$ cat config.mk
export PLATFORM = sky130hd
export DESIGN_NAME = pll_reset_seq
export DESIGN_NICKNAME = d
export VERILOG_FILES = /design/src/rtl/pll_reset_seq_pkg.sv /design/src/rtl/sync_2ff.sv /design/src/rtl/pll_reset_seq.sv
export SDC_FILE = /design/constraint.sdc
export NUM_CORES = 1
export LEC_CHECK = 0
export CORE_MARGIN = 2
export CORE_UTILIZATION = 40
export CTS_BUF_LIST = sky130_fd_sc_hd__clkbuf_8
export DETAILED_ROUTE_END_ITERATION = 7
export DONT_BUFFER_PORTS = 1
export PLACE_DENSITY_LB_ADDON = 0.05
export SYNTH_ARGS = -nofsm -noshare
export SYNTH_HDL_FRONTEND = slang
export SYNTH_HIERARCHICAL = 1
export SYNTH_SLANG_ARGS = --single-unit
$ cat constraint.sdc
create_clock -name clk25 -period 2.6 [get_ports clk25]
set_input_delay 0.65 -clock clk25 [delete_from_list [all_inputs] [get_ports clk25]]
set_output_delay 0.65 -clock clk25 [all_outputs]
set_load 0.05 [all_outputs]
$ cat src/rtl/pll_reset_seq_pkg.sv
// Shared types and constants for the PLL reset sequencer.
// The state type and the retry-counter width are visible to any PLL-domain logic that imports this package.
package pll_reset_seq_pkg;

  localparam int RETRIES_W = 4;

  typedef enum logic [2:0] {
    RESET_PLL = 3'd0,
    WAIT_LOCK = 3'd1,
    SETTLE    = 3'd2,
    RUN       = 3'd3,
    FAULT     = 3'd4
  } state_t;

  function automatic int max3(input int a, input int b, input int c);
    int m;
    m = (a > b) ? a : b;
    return (m > c) ? m : c;
  endfunction

  // One spare bit keeps the terminal count comfortably representable.
  function automatic int cnt_width(input int a, input int b, input int c);
    return $clog2(max3(a, b, c)) + 1;
  endfunction

endpackage

$ cat src/rtl/sync_2ff.sv
// Two-flop synchronizer for a single asynchronous status bit.
// Both flops clear to 0 on reset, so a clear or reset reads as "not asserted".
module sync_2ff
  import pll_reset_seq_pkg::*;
(
  input  logic clk_i,
  input  logic rst_i,
  input  logic d_i,
  output logic q_o
);

  logic meta_q;
  logic sync_q;

  // NOTE: non-blocking assignments are what make this a two-stage shift; blocking would collapse it to one flop.
  always_ff @(posedge clk_i or posedge rst_i) begin
    if (rst_i) begin
      meta_q <= 1'b0;
      sync_q <= 1'b0;
    end else begin
      meta_q <= d_i;
      sync_q <= meta_q;
    end
  end

  assign q_o = sync_q;

endmodule

$ cat src/rtl/pll_reset_seq.sv
// Holds the ECP5 PLL in reset, waits for a stable lock, then releases the downstream system reset.
// Lock loss re-sequences, lock timeouts retry, and too many failed attempts latch FAULT until rst.
module pll_reset_seq
  import pll_reset_seq_pkg::*;
#(
  parameter int RST_CYCLES         = 16,
  parameter int LOCK_STABLE_CYCLES = 1024,
  parameter int LOCK_TIMEOUT       = 65536,
  parameter int MAX_RETRIES        = 3
) (
  input  logic                 clk25,
  input  logic                 rst,
  input  logic                 pll_lock,
  output logic                 pll_rst,
  output logic                 sys_rst,
  output logic                 ready,
  output logic                 fault,
  output logic                 lock_lost,
  output logic [RETRIES_W-1:0] retries
);

  localparam int CNT_W = cnt_width(RST_CYCLES, LOCK_STABLE_CYCLES, LOCK_TIMEOUT);

  localparam logic [CNT_W-1:0]     RST_LAST     = CNT_W'(RST_CYCLES - 1);
  localparam logic [CNT_W-1:0]     STABLE_LAST  = CNT_W'(LOCK_STABLE_CYCLES - 1);
  localparam logic [CNT_W-1:0]     TIMEOUT_LAST = CNT_W'(LOCK_TIMEOUT - 1);
  localparam logic [RETRIES_W-1:0] RETRY_LIMIT  = RETRIES_W'(MAX_RETRIES);

  logic lock_s;

  state_t               state_q, state_d;
  logic [CNT_W-1:0]     cnt_q, cnt_d;
  logic [RETRIES_W-1:0] retries_q, retries_d, retries_inc;
  logic                 pll_rst_q, sys_rst_q, ready_q, fault_q, lock_lost_q;
  logic                 pll_rst_d, sys_rst_d, ready_d, fault_d, lock_lost_d;

  sync_2ff u_lock_sync (
    .clk_i (clk25),
    .rst_i (rst),
    .d_i   (pll_lock),
    .q_o   (lock_s)
  );

  assign retries_inc = (retries_q == RETRY_LIMIT) ? retries_q : retries_q + 1'b1;

  // NOTE: every signal gets a default before the case so no path leaves it unassigned (no latch).
  always_comb begin
    state_d     = state_q;
    retries_d   = retries_q;
    lock_lost_d = 1'b0;

    unique case (state_q)
      RESET_PLL: begin
        if (cnt_q == RST_LAST) state_d = WAIT_LOCK;
      end
      WAIT_LOCK: begin
        // A lock arriving on the timeout cycle takes priority over the retry.
        if (lock_s) begin
          state_d = SETTLE;
        end else if (cnt_q == TIMEOUT_LAST) begin
          retries_d = retries_inc;
          state_d   = (retries_inc == RETRY_LIMIT) ? FAULT : RESET_PLL;
        end
      end
      SETTLE: begin
        if (!lock_s) begin
          state_d = WAIT_LOCK;
        end else if (cnt_q == STABLE_LAST) begin
          state_d   = RUN;
          retries_d = '0;
        end
      end
      RUN: begin
        if (!lock_s) begin
          state_d     = RESET_PLL;
          lock_lost_d = 1'b1;
        end
      end
      FAULT: begin
        state_d = FAULT;
      end
      default: begin
        state_d = RESET_PLL;
      end
    endcase

    cnt_d = (state_d != state_q) ? '0 : cnt_q + 1'b1;
  end

  // Outputs decode the next state so they change on the same edge as the state itself.
  always_comb begin
    pll_rst_d = (state_d == RESET_PLL) || (state_d == FAULT);
    sys_rst_d = (state_d != RUN);
    ready_d   = (state_d == RUN);
    fault_d   = (state_d == FAULT);
  end

  always_ff @(posedge clk25 or posedge rst) begin
    if (rst) begin
      state_q     <= RESET_PLL;
      cnt_q       <= '0;
      retries_q   <= '0;
      pll_rst_q   <= 1'b1;
      sys_rst_q   <= 1'b1;
      ready_q     <= 1'b0;
      fault_q     <= 1'b0;
      lock_lost_q <= 1'b0;
    end else begin
      state_q     <= state_d;
      cnt_q       <= cnt_d;
      retries_q   <= retries_d;
      pll_rst_q   <= pll_rst_d;
      sys_rst_q   <= sys_rst_d;
      ready_q     <= ready_d;
      fault_q     <= fault_d;
      lock_lost_q <= lock_lost_d;
    end
  end

  assign pll_rst   = pll_rst_q;
  assign sys_rst   = sys_rst_q;
  assign ready     = ready_q;
  assign fault     = fault_q;
  assign lock_lost = lock_lost_q;
  assign retries   = retries_q;

endmodule

==> results.ini, run 1 <==
[finish]
drive_gt1_frac = 0.158
final_common_cell = dfrtp_1
layout_common_cells = dfrtp_1 (29), nor3_1 (21), nand2_1 (11)
antenna_cells = 0
nNetsFinal = 163
fillers = 374
syn_to_final_growth_pct = 13.5

[grt]
grt_overflow = 0
grt_pass1_wl_um = 4860
antenna_found_initial = 0
grt_max_degree = 30
grt_pass1_vias = 1035
grt_use_total = 0.149

[die]
die_h_um = 66.3
rows = 22
ioPinCount = 12
fp.coreArea_um2 = 3690
initial_core_util = 0.421
dieArea_um2 = 4390
die_w_um = 66.3

[worst_hold_path]
holdCritPathClass = in2async

[critical_path]
r2r_cells = 9
crit_buf_inv = 0
path_class = reg2reg
startpoint_type = flop
crit_chain = and3_1 -> and3_2 -> and3_1 -> ha_1 -> nor4b_1 -> a21oi_1 -> o2bb2ai_1 -> o32a_4 -> nor3_1
critPathCaptureType = flop
critical_path_depth = 9
cpMaxStageDelayCell = dfrtp_1
cp.arrival_ns = 2.47
cp_data_required_time_ns = 2.74
path_max_fanout = 17
cp_slowest_stage_delay_ns = 0.43
cp_common_cell = and3_1
crit_family = simple AND/OR/NAND/NOR gates

[drt]
met2_length_um = 1300
wirelength_met1_um = 1370
top_layer_used = met4
drt_wl_total_um = 2820
wl_met3_um = 116
drc = 0
ant_nets = 0
via_count = 1104
drt_iter0_markers = 63
vias_per_cell = 5.36
firstDrtPassIters = 4
wl_per_cell_um = 13.7

[logic_synthesis]
async_flop_share = 1.00
synth-edff-count = 0
syn_area_per_cell_um2 = 10.4
yosys_most_used_dff = dfrtp_1
synth_area_leader_cell = dfrtp_1
synth_cells = 149
synth_warnings = 6
synth.distinct_cells = 38
ys_top_cells_by_area = dfrtp_1 (47%), nor3_1 (7.1%), xnor2_1 (5.1%)
ys_seq_area_frac = 0.502
syn_area_um2 = 1550
synth_nets = 155
ys_seq_elements = 31
synth_top_area_frac = 0.468

[placement]
dp_slack_ns = 0.0702
dp_hpwl_um = 1920
portBuffers = 0
gp_congestion = 0.803

[clock_network]
cts.clk_slew.worst_paths_ns = 0.06
postCtsSetupBuffers = 0
hold_buffers = 0
cts_tree = yes
cts_buffers = 5
ctsHtreeMaxLevel = 2
cts.sinks = 31
cts_buffer_depth = 2
clkLatencyLatePin_ns = 0.28
cts-resized-gates = 0
clockRootBuffer = clkbuf_8

[timing]
min_period_ns = 2.33
rsz0062_at_grt = false
setup_slack_ns = 0.270
clock.fmax_mhz = 429
drv_slew = 0
max-slew-margin-rel = 0.568
setup_viol = 0
finalHoldViolations = 0
clock_skew_ns = 0.00363
worst_slew_pin_slew_ns = 0.647
fin_tns_setup_ns = 0
finalCritPeriodShare = 0.896

[pwr]
pwr_density_cell_nw_per_um2 = 768
clockPowerShare = 0.359
peakVddDrop_mv = 0.334
pwr-share-seq = 0.460
power_frac_comb = 0.181
p_sw_uw = 402
power_leakage_nw = 0.781
power.internal_uw = 950
swShare = 0.297

[flow_run]
cap_violations = 0

[run_status]
status = completed

synth_stat cells (all sizes together), types with 3 or more instances:
master   instances
and3             8
nand4            3
buf              6
dfrtp           29
a21oi            5
xor2             6
nand4b           3
nand2           11
nand3            3
inv              6
ha               3
nor3b            4
nor3            22
xnor2            9
nor2             7
o2bb2ai          4
power by group through the flow:
stage	Clock, mW	Sequential [mW]	Combinational [mW]
5_1_grt	0.521	0.628	0.275
3_5_place_dp	0	0.625	0.234
4_1_cts	0.502	0.616	0.234
3_3_place_gp	0	0.621	0.234
2_1_floorplan	0	0.593	0.250
6_report	0.486	0.622	0.244
cell type report:
class | instances | area, um2 | share of cell area
Timing Repair Buffer | 7 | 52.6 | 0.0299
Clock buffer | 6 | 82.6 | 0.0469
Sequential cell | 31 | 778 | 0.442
Tap cell | 48 | 60.1 | 0.0341
Inverter | 6 | 22.5 | 0.0128
Clock inverter | 2 | 35.0 | 0.0199
Multi-Input combinational cell | 106 | 729 | 0.414
cell families after synthesis:
| group | share of synthesized area |
|---|---|
| simple gates | 0.258 |
| compound gates | 0.0774 |
| fa+ha+maj | 0.0242 |
| buf+inv | 0.0476 |
| flops | 0.502 |
| mux | 0.00645 |
| xor+xnor | 0.0847 |
worst reg2reg max path, stage by stage (launching register included):
cell and delay, ns:
dfrtp_1 0.43, and3_1 0.21, and3_2 0.22, and3_1 0.18, ha_1 0.21, nor4b_1 0.25
a21oi_1 0.07, o2bb2ai_1 0.23, o32a_4 0.30, nor3_1 0.09
metrics by stage:
step	utilization	power (mW)	instance area, um2	hold WS, ns	instances
4_1_cts	0.469	1.35	1730	0.0928	206
3_3_place_gp	0.437	0.855	1610	0.337	198
2_1_floorplan	-	0.843	1550	0.331	149
5_1_grt	0.477	1.42	1760	0.0927	206
6_report	0.477	1.35	1760	0.102	206
3_5_place_dp	0.437	0.858	1610	0.346	198
state kept, by name, summed over array words and instances, names as in the netlist:
register,cells
lock_lost,1
state_q,3
fault,1
pll_rst,1
sys_rst,1
cnt_q,17
ready,1
retries,4
u_lock_sync/meta_q,1
u_lock_sync/q_o,1
routing by layer:
layer	GRT usage	vias up
li1	-	551
met2	0.231	26
met4	0.0536	0
met3	0.0511	4
met1	0.191	523
met5	0	-
path summary, 6_finish.rpt:
path | from | endpoint | slack [ns]
max reg2reg | cnt_q[10] | cnt_q[14] | 0.27
min in group clk25 | u_lock_sync/meta_q | u_lock_sync/q_o | 0.36
max | cnt_q[10] | cnt_q[14] | 0.27
min | rst | u_lock_sync/q_o | 0.10
max in group asynchronous | rst | pll_rst | 1.96
min reg2reg | u_lock_sync/meta_q | u_lock_sync/q_o | 0.36
Note: power is estimated with default switching activity, not from simulation.
==> inputs of run 2 (changes only) <==
--- a/config.mk
+++ b/config.mk
@@ -11,6 +11,7 @@
 export DETAILED_ROUTE_END_ITERATION = 7
 export DONT_BUFFER_PORTS = 1
 export PLACE_DENSITY_LB_ADDON = 0.05
+export SKIP_CTS_REPAIR_TIMING = 1
 export SYNTH_ARGS = -nofsm -noshare
 export SYNTH_HDL_FRONTEND = slang
 export SYNTH_HIERARCHICAL = 1
==> results of run 2 <==
Same layout as run 1: the final DEF is identical, and so are final timing and power.
==> inputs of run 3 (changes only) <==
--- a/config.mk
+++ b/config.mk
@@ -10,8 +10,11 @@
 export CTS_BUF_LIST = sky130_fd_sc_hd__clkbuf_8
 export DETAILED_ROUTE_END_ITERATION = 7
 export DONT_BUFFER_PORTS = 1
+export MAX_ROUTING_LAYER = met4
 export PLACE_DENSITY_LB_ADDON = 0.05
+export RECOVER_POWER = 25
 export SKIP_CTS_REPAIR_TIMING = 1
+export SLEW_MARGIN = 20
 export SYNTH_ARGS = -nofsm -noshare
 export SYNTH_HDL_FRONTEND = slang
 export SYNTH_HIERARCHICAL = 1
==> results.ini, run 3 (synthesized netlist as in run 1, its figures left out) <==
[critical_path]
startpoint_type = flop
path_class = reg2reg
cp_slowest_stage_delay_ns = 0.43  ; about the same
crit_family = simple AND/OR/NAND/NOR gates
critPathCaptureType = flop
cp_data_required_time_ns = 2.74  ; about the same
crit_buf_inv = 0  ; unchanged
path_max_fanout = 17  ; unchanged
cp.arrival_ns = 2.47  ; about the same
cp_common_cell = and3_1
cpMaxStageDelayCell = dfrtp_1
crit_chain = and3_1 -> and3_2 -> and3_1 -> ha_1 -> nor4b_1 -> a21oi_1 -> o2bb2ai_1 -> o32a_4 -> nor3_1
r2r_setup_slack_ns = 0.27  ; about the same

[timing]
finalCritPeriodShare = 0.896  ; about the same
clock.fmax_mhz = 429  ; about the same
worst_slew_pin_slew_ns = 1.56  ; +0.916 ns
setup_slack_ns = 0.270  ; +0.000355 ns
rsz0062_at_grt = false
min_period_ns = 2.33  ; -0.000355 ns
clock_skew_ns = 0.00451  ; +0.000880 ns
drv_slew = 30  ; +30
max-slew-margin-rel = -0.0420  ; -0.610
fin_tns_setup_ns = 0  ; unchanged
setup_viol = 0  ; unchanged
finalHoldViolations = 0  ; unchanged

[die]
die_w_um = 66.3  ; unchanged
rows = 22  ; unchanged
initial_core_util = 0.421  ; unchanged
ioPinCount = 12  ; unchanged
die_h_um = 66.3  ; unchanged
fp.coreArea_um2 = 3690  ; unchanged
dieArea_um2 = 4390  ; unchanged

[grt]
grt_use_total = 0.153  ; +0.00396
grt_max_degree = 30  ; unchanged
grt_pass1_wl_um = 4870  ; +0.29%
grt_overflow = 0  ; unchanged
grt_pass1_vias = 1036  ; +0.097%
antenna_found_initial = 0  ; unchanged

[clock_network]
cts_buffer_depth = 2  ; unchanged
clkLatencyLatePin_ns = 0.28  ; about the same
clockRootBuffer = clkbuf_8
cts_buffers = 5  ; unchanged
ctsHtreeMaxLevel = 2  ; unchanged
cts.sinks = 31  ; unchanged
cts.clk_slew.worst_paths_ns = 0.06  ; about the same
cts_tree = yes

[finish]
final_common_cell = dfrtp_1
nNetsFinal = 163  ; unchanged
drive_gt1_frac = 0.152  ; -0.00633
fin_cells = 206  ; unchanged
largest_reg_flops = 17  ; unchanged
layout_common_cells = dfrtp_1 (29), nor3_1 (21), nand2_1 (11)
largest_register = cnt_q
fin_util = 0.476  ; -0.00102
antenna_cells = 0  ; unchanged
syn_to_final_growth_pct = 13.2

[drt]
drt_iter0_markers = 81  ; +29%
via_count = 1093  ; -1.0%
vias_per_cell = 5.31  ; -1.0%
firstDrtPassIters = 4  ; unchanged
wl_per_cell_um = 13.9  ; +1.2%
ant_nets = 0  ; unchanged
drc = 0  ; unchanged
drt_wl_total_um = 2850  ; +1.2%

[placement]
gp_congestion = 0.814  ; +1.5%
portBuffers = 0  ; unchanged
dp_cells = 198  ; unchanged
dp_slack_ns = 0.0702  ; unchanged
dp_hpwl_um = 1920  ; unchanged

[pwr]
power_leakage_nw = 0.778  ; -0.46%
peakVddDrop_mv = 0.335  ; +0.30%
total_power_mw = 1.35  ; +0.13%
pwr_density_cell_nw_per_um2 = 770  ; +0.35%

[run_status]
status = finished, violations left
violations = capacitance limit, slew limit

[worst_hold_path]
holdCritPathClass = in2async

[flow_run]
cap_violations = 1  ; +1

## run 3: cell count changes in the layout (fill, tap and decap cells not counted), sizes merged
cell	change
clkbuf	+1
buf	-1
## run 3: metal layers
metal | track usage | part of all wire | up-vias
li1 | - | - | 547
met1 | 0.192 | 0.49 | 519
met2 | 0.230 | 0.46 | 23
met3 | 0.0511 | 0.041 | 4
met4 | 0.0536 | 0.012 | 0
met5 | - | 0 | -
## run 3: final timing paths
kind | cells past startpoint | to | start
hold / removal | 1 | u_lock_sync/q_o | rst
min in group clk25 | 0 | u_lock_sync/q_o | u_lock_sync/meta_q
setup reg to reg | 9 | cnt_q[14] | cnt_q[10]
max in group asynchronous | 2 | cnt_q[2] | rst
setup / recovery | 9 | cnt_q[14] | cnt_q[10]
hold reg to reg | 0 | u_lock_sync/q_o | u_lock_sync/meta_q
## run 3: final cells by class
class | instances | area, um2
clock buffers | 6 | 82.6
clock inverters | 2 | 35.0
fillers | 374 | 1930
inverters | 6 | 22.5
multi-input cells | 106 | 729
flip-flops and latches | 31 | 778
well taps | 48 | 60.1
repair buffers | 7 | 48.8
## run 3: worst reg2reg max path, delay by kind of cell, from the launching register on
| family | cells | cell delay [ns] |
|---|---|---|
| compound gates | 3 | 0.61 |
| fa+ha+maj | 1 | 0.21 |
| simple gates | 5 | 0.95 |
| flops | 1 | 0.43 |
## run 3: power by group
part	internal, mW	leakage [nW]	switching [mW]
sequential	0.537	0.415	0.0847
combinational	0.103	0.301	0.143
clock	0.310	0.0612	0.176
## run 3: through the flow
step	hold slack [ns]	cell area, um2
finish	0.105	1760
global route	0.0921	1760
CTS	0.0928	1730
detailed placement	0.346	1610
global placement	0.337	1610
floorplan	0.331	1550
==> RTL change 1: new RTL, flow settings as in run 1 <==
The output `fault` loses its register stage (`fault_q` becomes a continuous assignment).
--- a/src/rtl/pll_reset_seq.sv
+++ b/src/rtl/pll_reset_seq.sv
@@ -105,3 +105,2 @@
       ready_q     <= 1'b0;
-      fault_q     <= 1'b0;
       lock_lost_q <= 1'b0;
@@ -114,3 +113,2 @@
       ready_q     <= ready_d;
-      fault_q     <= fault_d;
       lock_lost_q <= lock_lost_d;
@@ -118,2 +116,4 @@
   end
+
+  assign fault_q = fault_d;
 
Behaviour: same outputs for any inputs over 10 cycles, from zero or initial values and one cycle with rst high; that may be too few to reach the edited logic, so the function may still have changed.
==> RTL change 1 against run 1 <==
- the run now ends with negative setup slack left
- total power down 2.7%
- sequential power down 4.3%
- final area up 2.4%
- fmax down 13%
- sequential cell count down 1
- die area down 1.5%
- worst setup slack worse by 350 ps
- area after synthesis down 1.6%
- via count up 2.4%
- routed wire length up 4.4%
- largest cell class unchanged
==> RTL change 1: results (changes against run 1) <==
worst_setup_path:
  cp_max_fo: 3  # -14
  rrSetupSlack_ps: 300  # +30 ps
  reg2reg_to: "cnt_q[10]"
  timing.rr.start: "cnt_q[12]"
cells_and_area:
  seq_area_um2: 754  # -3.1%
  layout.nets: 173  # +6.1%
  drive_gt1_share_pct: 23.8  # +8.0 points
drt:
  drt_wl_total_um: 2950  # +4.4%
  drt-met1-wl_um: 1360  # -0.37%
  wl_per_cell_um: 13.6  # -0.44%
  routed-wl-met3_um: 95  # -18%
  drt-initial-drc-count: 87  # +38%
global_routing:
  grt_util_all_layers_pct: 16.3  # +1.4 points
  first_global_vias: 1191  # +15%
  met1_usage_pct: 18.4  # -0.67 points
  global_route.usage.met2_pct: 27.3  # +4.1 points
sta:
  setup-violations-final: 1  # +1
  slew_headroom_pct: 50.3  # -6.6 points
  finalWorstSetupSlack_ps: -77.8  # -347 ps
status:
  violations: "negative setup slack"
  outcome: "finished, violations left"
pwr:
  ir_drop_uv: 343  # +2.7%
  p_comb_share_pct: 20.0  # +1.9 points
  power_frac_clock_pct: 34.7  # -1.2 points
  comb-power_w: 0.000264  # +8.2%
yosys:
  synthCells: 148  # -0.67%
  synth-seq-cells: 30  # -3.2%
  synth-seq-area-share_pct: 49.3  # -0.82 points
  synth_adder_area_share_pct: 2.46  # +0.040 points
  synth_compound_area_share_pct: 7.87  # +0.13 points
place:
  placement.cell_area_mm2: 0.00162  # +0.23%
  place_ws_ps: 134  # +63.5 ps
cts:
  clkSinkCount: 30  # -3.2%
-- RTL change 1: changes by cell type after synthesis, sizes merged --
cell / change
dfrtp: -1
-- RTL change 1: cell type report --
cell class	instances	area share (%)
sequential	30	41.8
multi-input combinational	106	40.0
inverter	6	1.25
clock inverter	3	2.22
timing repair buffer	18	7.49
clock buffer	5	3.82
tap	48	3.33
-- RTL change 1: how the worst max path moves through the flow --
stage	start	end	slack [ps]	cells after the start
floorplan	retries[1]	fault	3	5
detailed placement	cnt_q[0]	fault	130	8
finish	cnt_q[9]	fault	-80	7
global placement	cnt_q[0]	fault	170	8
CTS	cnt_q[11]	fault	-150	7
global route	cnt_q[1]	fault	-180	8
-- RTL change 1: repair_timing --
action                     4_1_cts  5_1_grt
pin swaps                        2        3
setup buffers                    6        3
gates resized for setup          3        0
setup endpoints to repair        1        1
-- RTL change 1: worst max-delay path, delay by kind of cell, from the launching register on --
family          cells  cell delay [ps]
flops               1              400
simple gates        5              850
compound gates      1              310
fa+ha+maj           1              190
==> RTL change 2: new RTL, config.mk and constraints of run 1 <==
Made on the original files. Set the parameter `LOCK_STABLE_CYCLES` to 512 (it was 1024).
--- a/src/rtl/pll_reset_seq.sv
+++ b/src/rtl/pll_reset_seq.sv
@@ -6,3 +6,3 @@
   parameter int RST_CYCLES         = 16,
-  parameter int LOCK_STABLE_CYCLES = 1024,
+  parameter int LOCK_STABLE_CYCLES = 512,
   parameter int LOCK_TIMEOUT       = 65536,
Formal check against the unedited RTL: same outputs for any inputs over 10 cycles, from zero or initial values and one cycle with rst high; that may be too few to reach the edited logic, so the function may still have changed.
==> RTL change 2 against run 1 <==
- area after synthesis rose by 3.5%
- sequential cell count unchanged
- routed wire length up 15%
- total power fell by 1.5%
- final area increased by 3.1%
- clock power down 29%
- via count rose by 6.3%
- global-route usage increased by 1.9 points
- worst setup slack got worse by 140 ps
- non-clock buffer count grew 2
- critical path type unchanged
- largest cell class unchanged
- largest power group unchanged
==> RTL change 2: results (changes against run 1) <==
worst_setup_path:
  worstPathArrival_ps: 2630  # +160 ps
  crit_slowest_cell: "a311oi_2"
cells_and_area:
  drive_gt1_share_pct: 20.6  # +4.8 points
  layout.nets: 170  # +4.3%
  fill_cells: 382  # +2.1%
place:
  placement.cell_area_mm2: 0.00167  # +3.7%
  place_ws_ps: -115  # -185 ps
  hpwlAfterDp_um: 2160  # +13%
sta:
  slew_headroom_pct: 57.8  # +0.95 points
  skew_ps: 5.42  # +1.79 ps
global_routing:
  met1_usage_pct: 19.5  # +0.45 points
  grtUsageMet3_pct: 6.33  # +1.2 points
  grt_pass1_wl_um: 5560  # +14%
  global_route.usage.met2_pct: 28.1  # +5.0 points
  antenna_found_initial: 0  # unchanged
yosys:
  synth-seq-area-share_pct: 48.4  # -1.7 points
  ys_top_cells_by_count: "dfrtp_1 (29), nand2_1 (13), a21oi_2 (10), nor2_1 (10)"
  synth.top_cells.by_area: "dfrtp_1 (45%), a21oi_2 (5.5%), xnor2_1 (4.9%)"
  synthDistinctLibCells: 40  # +5.3%
  syn_nets: 158  # +1.9%
drt:
  drt_wl_total_um: 3250  # +15%
  viasPerCell: 5.46  # +1.8%
  drt-initial-drc-count: 59  # -6.3%
status:
  outcome: "completed"
pwr:
  p_leak_nw: 0.757  # -3.2%
  cellPowerDensity_mw_per_mm2: 734  # -4.4%
  ir_drop_uv: 240  # -28%
cts:
  numCtsBuffers: 5  # unchanged
-- RTL change 2: path summary, 6_finish.rpt --
| kind | start | end | slack, ps | cells past startpoint |
|---|---|---|---|---|
| max in group asynchronous | rst | pll_rst | 1950 | 2 |
| max | cnt_q[0] | cnt_q[5] | 130 | 10 |
| min reg2reg | u_lock_sync/meta_q | u_lock_sync/q_o | 360 | 0 |
| min in group clk25 | u_lock_sync/meta_q | u_lock_sync/q_o | 360 | 0 |
| max reg2reg | cnt_q[0] | cnt_q[5] | 130 | 10 |
| min | rst | u_lock_sync/q_o | 100 | 1 |
-- RTL change 2: worst max-delay path, delay by kind of cell, from the launching register on --
family          cells  cell delay (ps)
flops               1              400
compound gates      3              690
simple gates        4              680
buf+inv             1              160
fa+ha+maj           2              410
-- RTL change 2: cells by family after synthesis --
group | synth area share, %
adders and majority gates | 2.34
muxes | 0.701
AOI/OAI and AO/OA | 14.9
and+or+nand+nor | 21.0
buffers and inverters | 4.44
xor gates and xnor gates | 8.18
DFF | 48.4
-- RTL change 2: stage by stage --
step | hold slack (ps) | cells
floorplan | 331 | 152
global placement | 339 | 205
detailed placement | 342 | 205
CTS | 93.8 | 214
global route | 88.6 | 215
finish | 102 | 215
-- RTL change 2: area by class of cell --
type,instances,area share (%)
Tap cell,50,3.45
Timing Repair Buffer,9,5.10
Clock buffer,5,3.79
Inverter,6,1.24
Multi-Input combinational cell,111,42.8
Sequential cell,31,42.9
Clock inverter,3,0.690
-- RTL change 2: where the power goes --
| group | switching [W] | leakage [nW] | internal [W] | total, W |
|---|---|---|---|---|
| logic | 0.000205 | 0.290 | 0.000138 | 0.000343 |
| clock network | 0.000166 | 0.0505 | 0.000179 | 0.000346 |
| registers | 0.000105 | 0.417 | 0.000538 | 0.000643 |
| total | 0.000477 | 0.757 | 0.000855 | 0.00133 |
-- RTL change 2: what timing repair did --
item,CTS,global route
endpoints found under the setup margin,17,17
pin swaps,1,1
buffers inserted,1,1
resized for setup,2,1
hold endpoints to repair,0,0
-- RTL change 2: metal layers --
| layer | up-vias | part of all wire, % |
|---|---|---|
| met1 | 589 | 43 |
| met5 | - | 0 |
| met2 | 16 | 53 |
| met4 | 0 | 0.52 |
| met3 | 2 | 3.4 |
| li1 | 566 | - |
